===== config.mk =====
export PLATFORM = sky130hd
export DESIGN_NAME = serial_add_seq
export DESIGN_NICKNAME = d
export VERILOG_FILES = /design/src/rtl/serial_add_seq.sv
export SDC_FILE = /design/constraint.sdc
export NUM_CORES = 1
export LEC_CHECK = 0
export CAP_MARGIN = 20
export CELL_PAD_IN_SITES_DETAIL_PLACEMENT = 0
export CELL_PAD_IN_SITES_GLOBAL_PLACEMENT = 1
export CORE_UTILIZATION = 38
export DETAILED_ROUTE_END_ITERATION = 12
export PLACE_DENSITY_LB_ADDON = 0.1
export SYNTH_ARGS = -nofsm -noshare
export SYNTH_HDL_FRONTEND = slang
export SYNTH_SLANG_ARGS = --single-unit

===== constraint.sdc =====
create_clock -name clk -period 1.7 [get_ports clk]
set_input_delay 0.255 -clock clk [delete_from_list [all_inputs] [get_ports clk]]
set_output_delay 0.255 -clock clk [all_outputs]
set_load 0.02 [all_outputs]

===== src/rtl/serial_add_seq.sv =====
// Bit-serial adder: one full-adder slice (two half-adder cells) walks the operands LSB first.
// Optional subtract mode is enabled by defining SERIAL_ADD_SUB_EN (adds the sub port).
module serial_add_seq #(
    parameter int WIDTH = 8
) (
    input  logic             clk,
    input  logic             rst_n,
    input  logic             in_valid,
    output logic             in_ready,
    input  logic [WIDTH-1:0] a,
    input  logic [WIDTH-1:0] b,
    input  logic             cin,
`ifdef SERIAL_ADD_SUB_EN
    input  logic             sub,
`endif
    output logic             out_valid,
    input  logic             out_ready,
    output logic [WIDTH-1:0] sum,
    output logic             cout,
    output logic             busy
);

    localparam int CW = (WIDTH > 1) ? $clog2(WIDTH) : 1;
    localparam logic [CW-1:0] LAST = CW'(WIDTH - 1);

    typedef enum logic [1:0] {IDLE, RUN, DONE} state_t;

    state_t           state_reg, state_next;
    logic [WIDTH-1:0] sa_reg, sb_reg, acc_reg, sum_reg;
    logic             cy_reg, cout_reg;
    logic [CW-1:0]    cnt_reg;

    logic [WIDTH-1:0] b_load;
    logic             cy_load;
    logic [1:0]       ha_x, ha_y, ha_s, ha_c;
    logic             s_bit, c_bit, last_bit;

`ifdef SERIAL_ADD_SUB_EN
    // Subtract as A + ~B + 1; cout then reads as "no borrow".
    assign b_load  = sub ? ~b : b;
    assign cy_load = sub | cin;
`else
    assign b_load  = b;
    assign cy_load = cin;
`endif

    // Cell 0 adds the operand bits, cell 1 folds in the running carry.
    assign ha_x[0] = sa_reg[0];
    assign ha_y[0] = sb_reg[0];
    assign ha_x[1] = ha_s[0];
    assign ha_y[1] = cy_reg;

    generate
        for (genvar gi = 0; gi < 2; gi++) begin : g_ha
            assign ha_s[gi] = ha_x[gi] ^ ha_y[gi];
            assign ha_c[gi] = ha_x[gi] & ha_y[gi];
        end
    endgenerate

    assign s_bit    = ha_s[1];
    assign c_bit    = ha_c[0] | ha_c[1];
    assign last_bit = (cnt_reg == LAST);

    always_ff @(posedge clk) begin
        if (!rst_n) begin
            state_reg <= IDLE;
        end else begin
            state_reg <= state_next;
        end
    end

    always_comb begin
        state_next = state_reg;
        in_ready   = 1'b0;
        busy       = 1'b0;
        out_valid  = 1'b0;
        case (state_reg)
            IDLE: begin
                in_ready = 1'b1;
                if (in_valid) state_next = RUN;
            end
            RUN: begin
                busy = 1'b1;
                if (last_bit) state_next = DONE;
            end
            DONE: begin
                out_valid = 1'b1;
                if (out_ready) state_next = IDLE;
            end
            default: state_next = IDLE;
        endcase
    end

    always_ff @(posedge clk) begin
        if (!rst_n) begin
            sa_reg   <= '0;
            sb_reg   <= '0;
            acc_reg  <= '0;
            sum_reg  <= '0;
            cy_reg   <= 1'b0;
            cout_reg <= 1'b0;
            cnt_reg  <= '0;
        end else begin
            case (state_reg)
                IDLE: begin
                    if (in_valid) begin
                        sa_reg  <= a;
                        sb_reg  <= b_load;
                        cy_reg  <= cy_load;
                        cnt_reg <= '0;
                    end
                end
                RUN: begin
                    sa_reg  <= sa_reg >> 1;
                    sb_reg  <= sb_reg >> 1;
                    acc_reg <= {s_bit, acc_reg[WIDTH-1:1]};
                    cy_reg  <= c_bit;
                    cnt_reg <= cnt_reg + CW'(1);
                    // The visible result only changes once the last bit is in.
                    if (last_bit) begin
                        sum_reg  <= {s_bit, acc_reg[WIDTH-1:1]};
                        cout_reg <= c_bit;
                    end
                end
                default: ;
            endcase
        end
    end

    assign sum  = sum_reg;
    assign cout = cout_reg;

endmodule


=== Word level (Yosys, flattened, before mapping) ===
Index checks and enable logic that the tools add are counted.

* Register bits: 39
* Output and inout port bits: 12
* Memories kept: 0
* Bits in writable memories: 0
* Input bits: 21
* Logic and storage cells: 40
* Bits in read-only memories: 0
* Bits in latches: 0

* Bitwise operators: 5
* Reductions and logical operators: 5
* Multipliers: 0
* Equality and inequality tests: 6
* $add $sub $neg: 1
* Multiplexer cells: 15
* Div/mod/pow operators: 0
* $lt $le $gt $ge: 0
* Shift-type cells: 0

{| class="wikitable"
|+ Operator list
! kind !! count
|-
| $pmux W8 S2 || 2
|-
| $mux W8 || 2
|-
| $mux W2 || 3
|-
| $ne A2 B2 Y1 const B || 3
|-
| $pmux W2 S3 || 1
|-
| $pmux W3 S2 || 1
|-
| $mux W1 || 4
|-
| $reduce_and A2 Y1 || 2
|-
| $add A3 B1 Y3 const B || 1
|-
| $eq A3 B3 Y1 const B || 1
|-
| $mux W3 || 1
|-
| $reduce_and A3 Y1 || 1
|-
| $and A1 B1 Y1 || 2
|-
| $eq A2 B1 Y1 const B || 1
|-
| $eq A2 B2 Y1 const B || 1
|-
| $logic_not A2 Y1 || 1
|-
| $pmux W1 S2 || 1
|-
| $reduce_bool A2 Y1 || 1
|-
| $xor A1 B1 Y1 || 2
|-
| $or A1 B1 Y1 || 1
|}

=== Depth between registers and ports, before layout ===
* Depth in word-level cells: 4
* Depth in mapped cells: 7

=== Least setup slack after synthesis ===
Ideal clock, no wire load.

* Kind: reg-to-reg
* From: register state_reg[0]
* To: register cy_reg
* Setup time: 0.117 ns
* Required time: 1.583 ns
* Path slack: 0.356 ns
* Buffers on the path: 3
* Arrival: 1.227 ns
* Cell stages (with the launch flop): 7
* Clock period less this slack: 1.344 ns
* Cells stage by stage: dfxtp_1 -> buf_6 -> or3b_1 -> buf_6 -> buf_12 -> o221ai_2 -> nor2_1

* Longest elaborated chain between the ends: 3
* Elaborated cells between the ends (all ways): 6
* Those cells by class: eq/ne: 2; mux: 1; reduce/logical: 3

{| class="wikitable"
|+ Ends and longest elaborated chain
! what !! RTL line !! source
|-
| start, declared || 28 || <nowiki>state_t state_reg, state_next;</nowiki>
|-
| start signal, assigned || 68 || <nowiki>state_reg <= state_next;</nowiki>
|-
| $eq A2 B1 Y1 / $logic_not A2 Y1 (equally long branches) || 104 || <nowiki>case (state_reg)</nowiki>
|-
| $reduce_bool A2 Y1 (no line) / $ne A2 B2 Y1 (equally long branches) || -- ||
|-
| $reduce_and A2 Y1 (no line) || -- ||
|-
| end signal, assigned || 109 || <nowiki>cy_reg <= cy_load;</nowiki>
|-
| end signal, assigned || 117 || <nowiki>cy_reg <= c_bit;</nowiki>
|-
| end, declared || 30 || <nowiki>logic cy_reg, cout_reg;</nowiki>
|}

Several ways; a longest one is shown, not always the timed one.
A chain may end at the register's enable or synchronous reset.

=== Worst setup path in the final report ===
* From: register state_reg[0]
* To: output port in_ready

* Longest elaborated chain between the ends: 2

{| class="wikitable"
|+ Ends and longest elaborated chain
! what !! RTL line !! source
|-
| $logic_not A2 Y1 || 77 || <nowiki>case (state_reg)</nowiki>
|-
| $mux W1 || 77 ||
|-
| end, declared || 9 || <nowiki>output logic in_ready,</nowiki>
|}

No other way between the ends.

==> impl_metrics.tcl <==
set metrics [dict create \
    status "completed" \
    min_path_type "flop to flop" \
    syn_nets 196 \
    path_cells "nor2_1 -> clkdlybuf4s50_1" \
    totalWireLength_mm 3.35 \
    finalSetupTns_ns 0 \
    cp_slowest_cell "clkdlybuf4s50_1" \
    reg2reg_from "state_reg[1]" \
    grt_pass1_wl_mm 5.62 \
    die_h_um 67.5 \
    cts.sinks 38 \
    crit_type "flop to output port" \
    ir_worst_vdd_mv 0.509 \
    yosysSeqAreaShare_pct 46.7 \
    cts_hold_buf 0 \
    start_util_pct 40.1 \
    drt-pass1-iter-count 4 \
    num_vias 1291 \
    dieArea_mm2 0.00455 \
    wl_per_cell_um 13.1 \
    max_freq_mhz 627 \
    cts_buffer_depth 2 \
    ios 33 \
    drc 0 \
    tightest_slew_ns 0.426 \
    hold_viol_final 0 \
    multiInputGateArea_um2 763 \
    gr-total-overflow 0 \
    synthTopCellsByArea "dfxtp_1, o221ai_2, a21boi_0, nor2_1, nand2_1" \
    grt_usage_pct 16.9 \
    final_area_mm2 0.00209 \
    max_stage_delay_ns 0.60 \
    synth_top_cell_area_share_pct 46.7 \
    finalClockSkew_ns 0.00639 \
    rsz0062_at_grt "false" \
    yosysWarningCount 0 \
    insertion_delay_ns 0.29 \
    seq_power_share_pct 52.6 \
    htreeDepth 2 \
    syn_area_mm2 0.00163 \
    r2r_slack_ns 0.26 \
    grt_max_degree 39 \
    antenna_found_initial 0 \
    p_switching_uw 448 \
    p_leak_uw 0.000753 \
    switching_share_pct 24.5 \
    final-seq-area_um2 761 \
    maxCapViolCount 0 \
    place_congestion 0.690 \
    hold_slack_ns 0.465 \
    comb_power_share_pct 12.9 \
    nFillCells 396 \
    root_buffer "clkbuf_8" \
    synthCells 172 \
    pwr-share-clk_pct 34.5 \
    n_antenna_cell 0 \
    synth_cell_types 27 \
    drive_gt1_share_pct 13.1 \
    crit_start "state_reg[0]" \
    avgSynthCellArea_um2 9.46 \
    arrival_ns 1.34 \
    p_int_uw 1390 \
    port_buffers 32 \
    core_area_mm2 0.00406 \
    vias_per_cell 5.04 \
    slew_headroom_pct 71.5 \
    crit_path_end_kind "output port" \
    areaGrowthSynthToFinish_pct 28.3 \
    r2r-end "sa_reg[5]" \
    worstPathMaxFanout 5 \
    cts_tree "built" \
    clk_pin_slew_ns 0.07 \
    crit_end "in_ready" \
    die_width_um 67.5 \
    cts_made_buffers 5 \
    synth_top_area_cell "dfxtp_1" \
    min_period_over_period_pct 93.8 \
    fin_nets 229 \
    fin_total_pwr_uw 1830 \
    fp-row-count 23 \
    reg2reg_depth 5 \
    setup_viol 0 \
    power.density_mw_per_mm2 878 \
    dp_hpwl_mm 2.32 \
    worstPathRequired_ns 1.44 \
    place_area_mm2 0.00200 \
    detail-route-antenna-nets 0 \
    crit_path_start_kind "flop" \
    grt_pass1_vias 1307 \
    drtIter0Drc 30 \
    finalCriticalPeriod_ns 1.60 \
    ys_ff_latch 38 \
    slew_viol_final 0 \
]
[power by group through the flow]
stage | sequential (uW) | combinational, uW | clock, uW
final | 964 | 236 | 633
after global routing | 970 | 261 | 701
after CTS | 965 | 239 | 664
after detailed placement | 985 | 240 | 0
after global placement | 983 | 232 | 0
after floorplan | 976 | 159 | 0
[cell usage after synthesis]
cell type	count
nand2_1	23
o221ai_2	10
fa_1	1
nor2b_1	5
o221ai_1	5
o21ba_2	1
buf_4	2
inv_1	1
nor3b_1	2
o21bai_1	1
inv_2	1
nand3b_1	1
clkbuf_1	5
buf_12	1
and2_1	1
nand3_1	9
a21boi_0	17
or3b_1	1
mux2i_1	2
clkbuf_2	1
ha_1	2
buf_2	3
a22oi_1	4
nand2b_1	2
dfxtp_1	38
nor2_1	31
buf_6	2
[placed cells by master (no fill, tap or decap), drive strengths merged]
cell type      instances
clkdlybuf4s50         30
nor3b                  2
or3b                   1
o21bai                 1
inv                    2
clkinv                 1
dfxtp                 38
a22oi                  4
nand3b                 1
and2                   1
buf                    8
ha                     2
mux2i                  2
nand2                 23
nor2                  31
clkbuf                 7
o21ba                  1
dlygate4sd2            2
fa                     1
a21boi                17
nand3                  9
nand2b                 2
o221ai                15
nor2b                  5
[final cells by class]
cell class	count	share of cell area (%)
Inverter	2	0.359
Timing Repair Buffer	40	19.3
Sequential cell	38	36.4
Tap cell	50	3.00
Clock buffer	7	4.13
Clock inverter	1	0.240
Multi-Input combinational cell	118	36.5
[critical path: cells and delay by family, from the launching register on]
family	cells	cell delay, ns
DFF	1	0.35
and+or+nand+nor	1	0.10
buffers and inverters	1	0.60
[worst min-delay path by stage]
stage | depth (start not counted) | slack, ns | startpoint | to
4_1_cts | 2 | 0.47 | sum[5] | sum[5]
2_1_floorplan | 2 | 0.43 | a[7] | sa_reg[7]
3_3_place_gp | 2 | 0.45 | sum[4] | sum[4]
6_report | 2 | 0.47 | sum[1] | sum[1]
5_1_grt | 2 | 0.49 | sum[1] | sum[1]
3_5_place_dp | 2 | 0.46 | sb_reg[1] | sb_reg[1]
[timing repair]
item | in CTS | in global routing
gates resized for setup | 2 | 0
endpoints found under the setup margin | 2 | 0
setup buffers | 0 | 0
[through the flow]
stage                     util (%)  std cells  worst slack (ns)
final                         51.5        256             0.105
after global routing          51.5        256            0.0395
after CTS                     51.5        256            0.0860
after detailed placement      49.3        248            0.0273
after global placement        49.3        248            0.0570
after floorplan                  -        172             0.356
[logic make-up (layout without fill, tap and decap cells)]
kind of cell	Yosys count	count (layout)	share of synthesized area (%)
simple gates	75	75	20.2
compound gates	38	38	22.7
flops	38	38	46.7
buf+inv	16	50	6.38
fa+ha+maj	3	3	2.77
mux	2	2	1.23
[per-layer routing]
layer | share of wire, % | wire length, um | track usage (%) | up-vias
met2 | 54 | 1810 | 31.5 | 24
met5 | 0 | 0 | 0 | -
li1 | - | - | - | 657
met4 | 1.2 | 40 | 6.38 | 0
met3 | 3.8 | 128 | 6.08 | 4
met1 | 41 | 1370 | 17.0 | 606
Note: power is estimated with default switching activity, not from simulation.
==> edit (same flow settings) <==
Re-encode `state_t` (3 states) as one-hot, 3 bits wide.
--- a/src/rtl/serial_add_seq.sv
+++ b/src/rtl/serial_add_seq.sv
@@ -25,3 +25,3 @@
 
-    typedef enum logic [1:0] {IDLE, RUN, DONE} state_t;
+    typedef enum logic [2:0] {IDLE = 3'b001, RUN = 3'b010, DONE = 3'b100} state_t;
 
Formal check against the unedited RTL: no difference found for any inputs over 10 cycles, from zero or initial values and one cycle with rst_n low; not proved beyond that.
==> edit against the original RTL <==
Largest cell class is now flip-flops and latches. Cell area grew 2.7%. Routed wire length grew 7.7%. Sequential cell count grew 1. Area after synthesis grew 0.23%. Critical path type unchanged. Worst setup slack lost 0.025 ns. Via count grew 8.9%. Maximum frequency shrank 1.5%.
Power is not compared: it rests on default switching activity, and its combinational part moved more than twofold at a synthesized area within 25%.
==> edit: results <==
group,metric,value,unit
global_routing,grt_pass1_wl,6400,µm
synth,synth_mux_area_frac,0,
clock_tree,clock_latency,0.29,ns
routing,wl_met1,1610,µm
min_path,hold-path-cell-count,2,
min_path,worstHoldStart,"sum[5]",
synth,yosys.area_share.adder,0.0276,
routing,wl_met2,1800,µm
timing,fin_hold_ws,0.449,ns
final_layout,diodes,0,
final_layout,final_nets,236,
routing,wl_met3,135,µm
timing,relSlewSlack,0.794,
power,p_leak,0.845,nW
placed_design,hpwl,2530,µm
status,outcome,"finished clean",
worst_setup_path,cp.arrival,1.37,ns
final_layout,drive_above_1_share,0.160,
routing,wl_per_cell,13.7,µm
synth,ys.flop_type,"dfxtp_1",
worst_setup_path,critPathMaxStageDelay,0.42,ns
clock_tree,cts_root_buf,"clkbuf_8",
timing,fin_worst_skew,0.00696,ns
synth,yosysUniqueCellTypes,32,
worst_setup_path,r2r_end,"sum[6]",
global_routing,track_usage,0.191,
synth,ys_top_cells_by_area,"dfxtp_1 48%, nand2_1 7.1%, nand3_1 6.1%",
worst_setup_path,critical-path-slowest-cell,"or3b_4",
synth,synth_compound_area_frac,0.188,
worst_setup_path,cp_max_fo,3,
worst_setup_path,crit_family,"simple AND/OR/NAND/NOR gates",
worst_setup_path,r2r_setup_slack,0.16,ns
synth,seq_area_frac_synth,0.479,
worst_setup_path,r2r-start,"cnt_reg[0]",
synth,syn_nets,201,
global_routing,grt_max_degree,31,
min_path,holdPathEnd,"sum[5]",
placed_design,finalWeightedCongestion,0.773,
routing,drtIter0Drc,67,
final_layout,fillers,391,
routing,vias_per_cell,5.35,
global_routing,grt_pass1_vias,1396,
synth,synth_xor_area_frac,0,
synth,ys_top_cells_by_count,"39 x dfxtp_1, 31 x nand2_1, 20 x nand3_1, 10 x nor2_1",
min_path,holdCritPathClass,"reg2reg",
==> edit: repair_timing <==
action                     4_1_cts  5_1_grt
setup endpoints to repair       12        5
gates resized for setup          9        1
pin swaps                        0        1
buffers inserted                 0        0
cloned                           0        0
==> edit: area by class of cell <==
class	count	share of cell area
multi-input combinational	121	0.351
inverter	2	0.00350
timing repair buffer	43	0.197
sequential	39	0.364
clock buffer	6	0.0385
tap	50	0.0292
clock inverter	2	0.0163
==> edit: routing by layer <==
| metal | track usage | up-vias |
|---|---|---|
| li1 | - | 701 |
| met1 | 0.217 | 666 |
| met2 | 0.328 | 32 |
| met3 | 0.0541 | 7 |
| met4 | 0.0904 | 0 |
| met5 | 0 | - |
==> edit: how the worst max path moves through the flow <==
stage	to	start	slack [ns]	cells past startpoint
after floorplan	cout	cnt_reg[0]	0.15	6
after global placement	in_ready	state_reg[1]	0.003	4
after detailed placement	in_ready	state_reg[1]	-0.03	4
after CTS	busy	state_reg[2]	0.02	3
after global routing	busy	state_reg[1]	0.009	3
final	busy	state_reg[2]	0.08	3
==> edit: metrics by stage <==
step | worst slack, ns | TNS (ns) | cell area [µm²] | cells
6_report | 0.0797 | 0 | 2140 | 263
5_1_grt | 0.00854 | 0 | 2140 | 263
2_1_floorplan | 0.153 | 0 | 1630 | 177
3_3_place_gp | 0.00350 | 0 | 2030 | 255
4_1_cts | 0.0219 | 0 | 2140 | 263
3_5_place_dp | -0.0254 | -0.162 | 2030 | 255
==> edit: tightest hold or removal path, stage by stage (launching register included) <==
cell     delay (ns)
dfxtp_1        0.31
nand3_1        0.06
nand2_1        0.04
==> edit: report_power, final <==
group / internal (mW) / leakage [nW] / switching, mW / total, mW
Combinational: 0.410 / 0.466 / 0.409 / 0.819
Sequential: 1.07 / 0.318 / 0.101 / 1.17
Clock: 0.475 / 0.0612 / 0.323 / 0.798
==> edit: kinds of logic (layout without fill, tap and decap cells) <==
logic type,count (synthesis),after routing
flip-flops,39,39
adder cells (fa/ha/maj),3,3
AO/OA/AOI/OAI,38,38
buffers and inverters,17,53
AND/OR/NAND/NOR,80,80
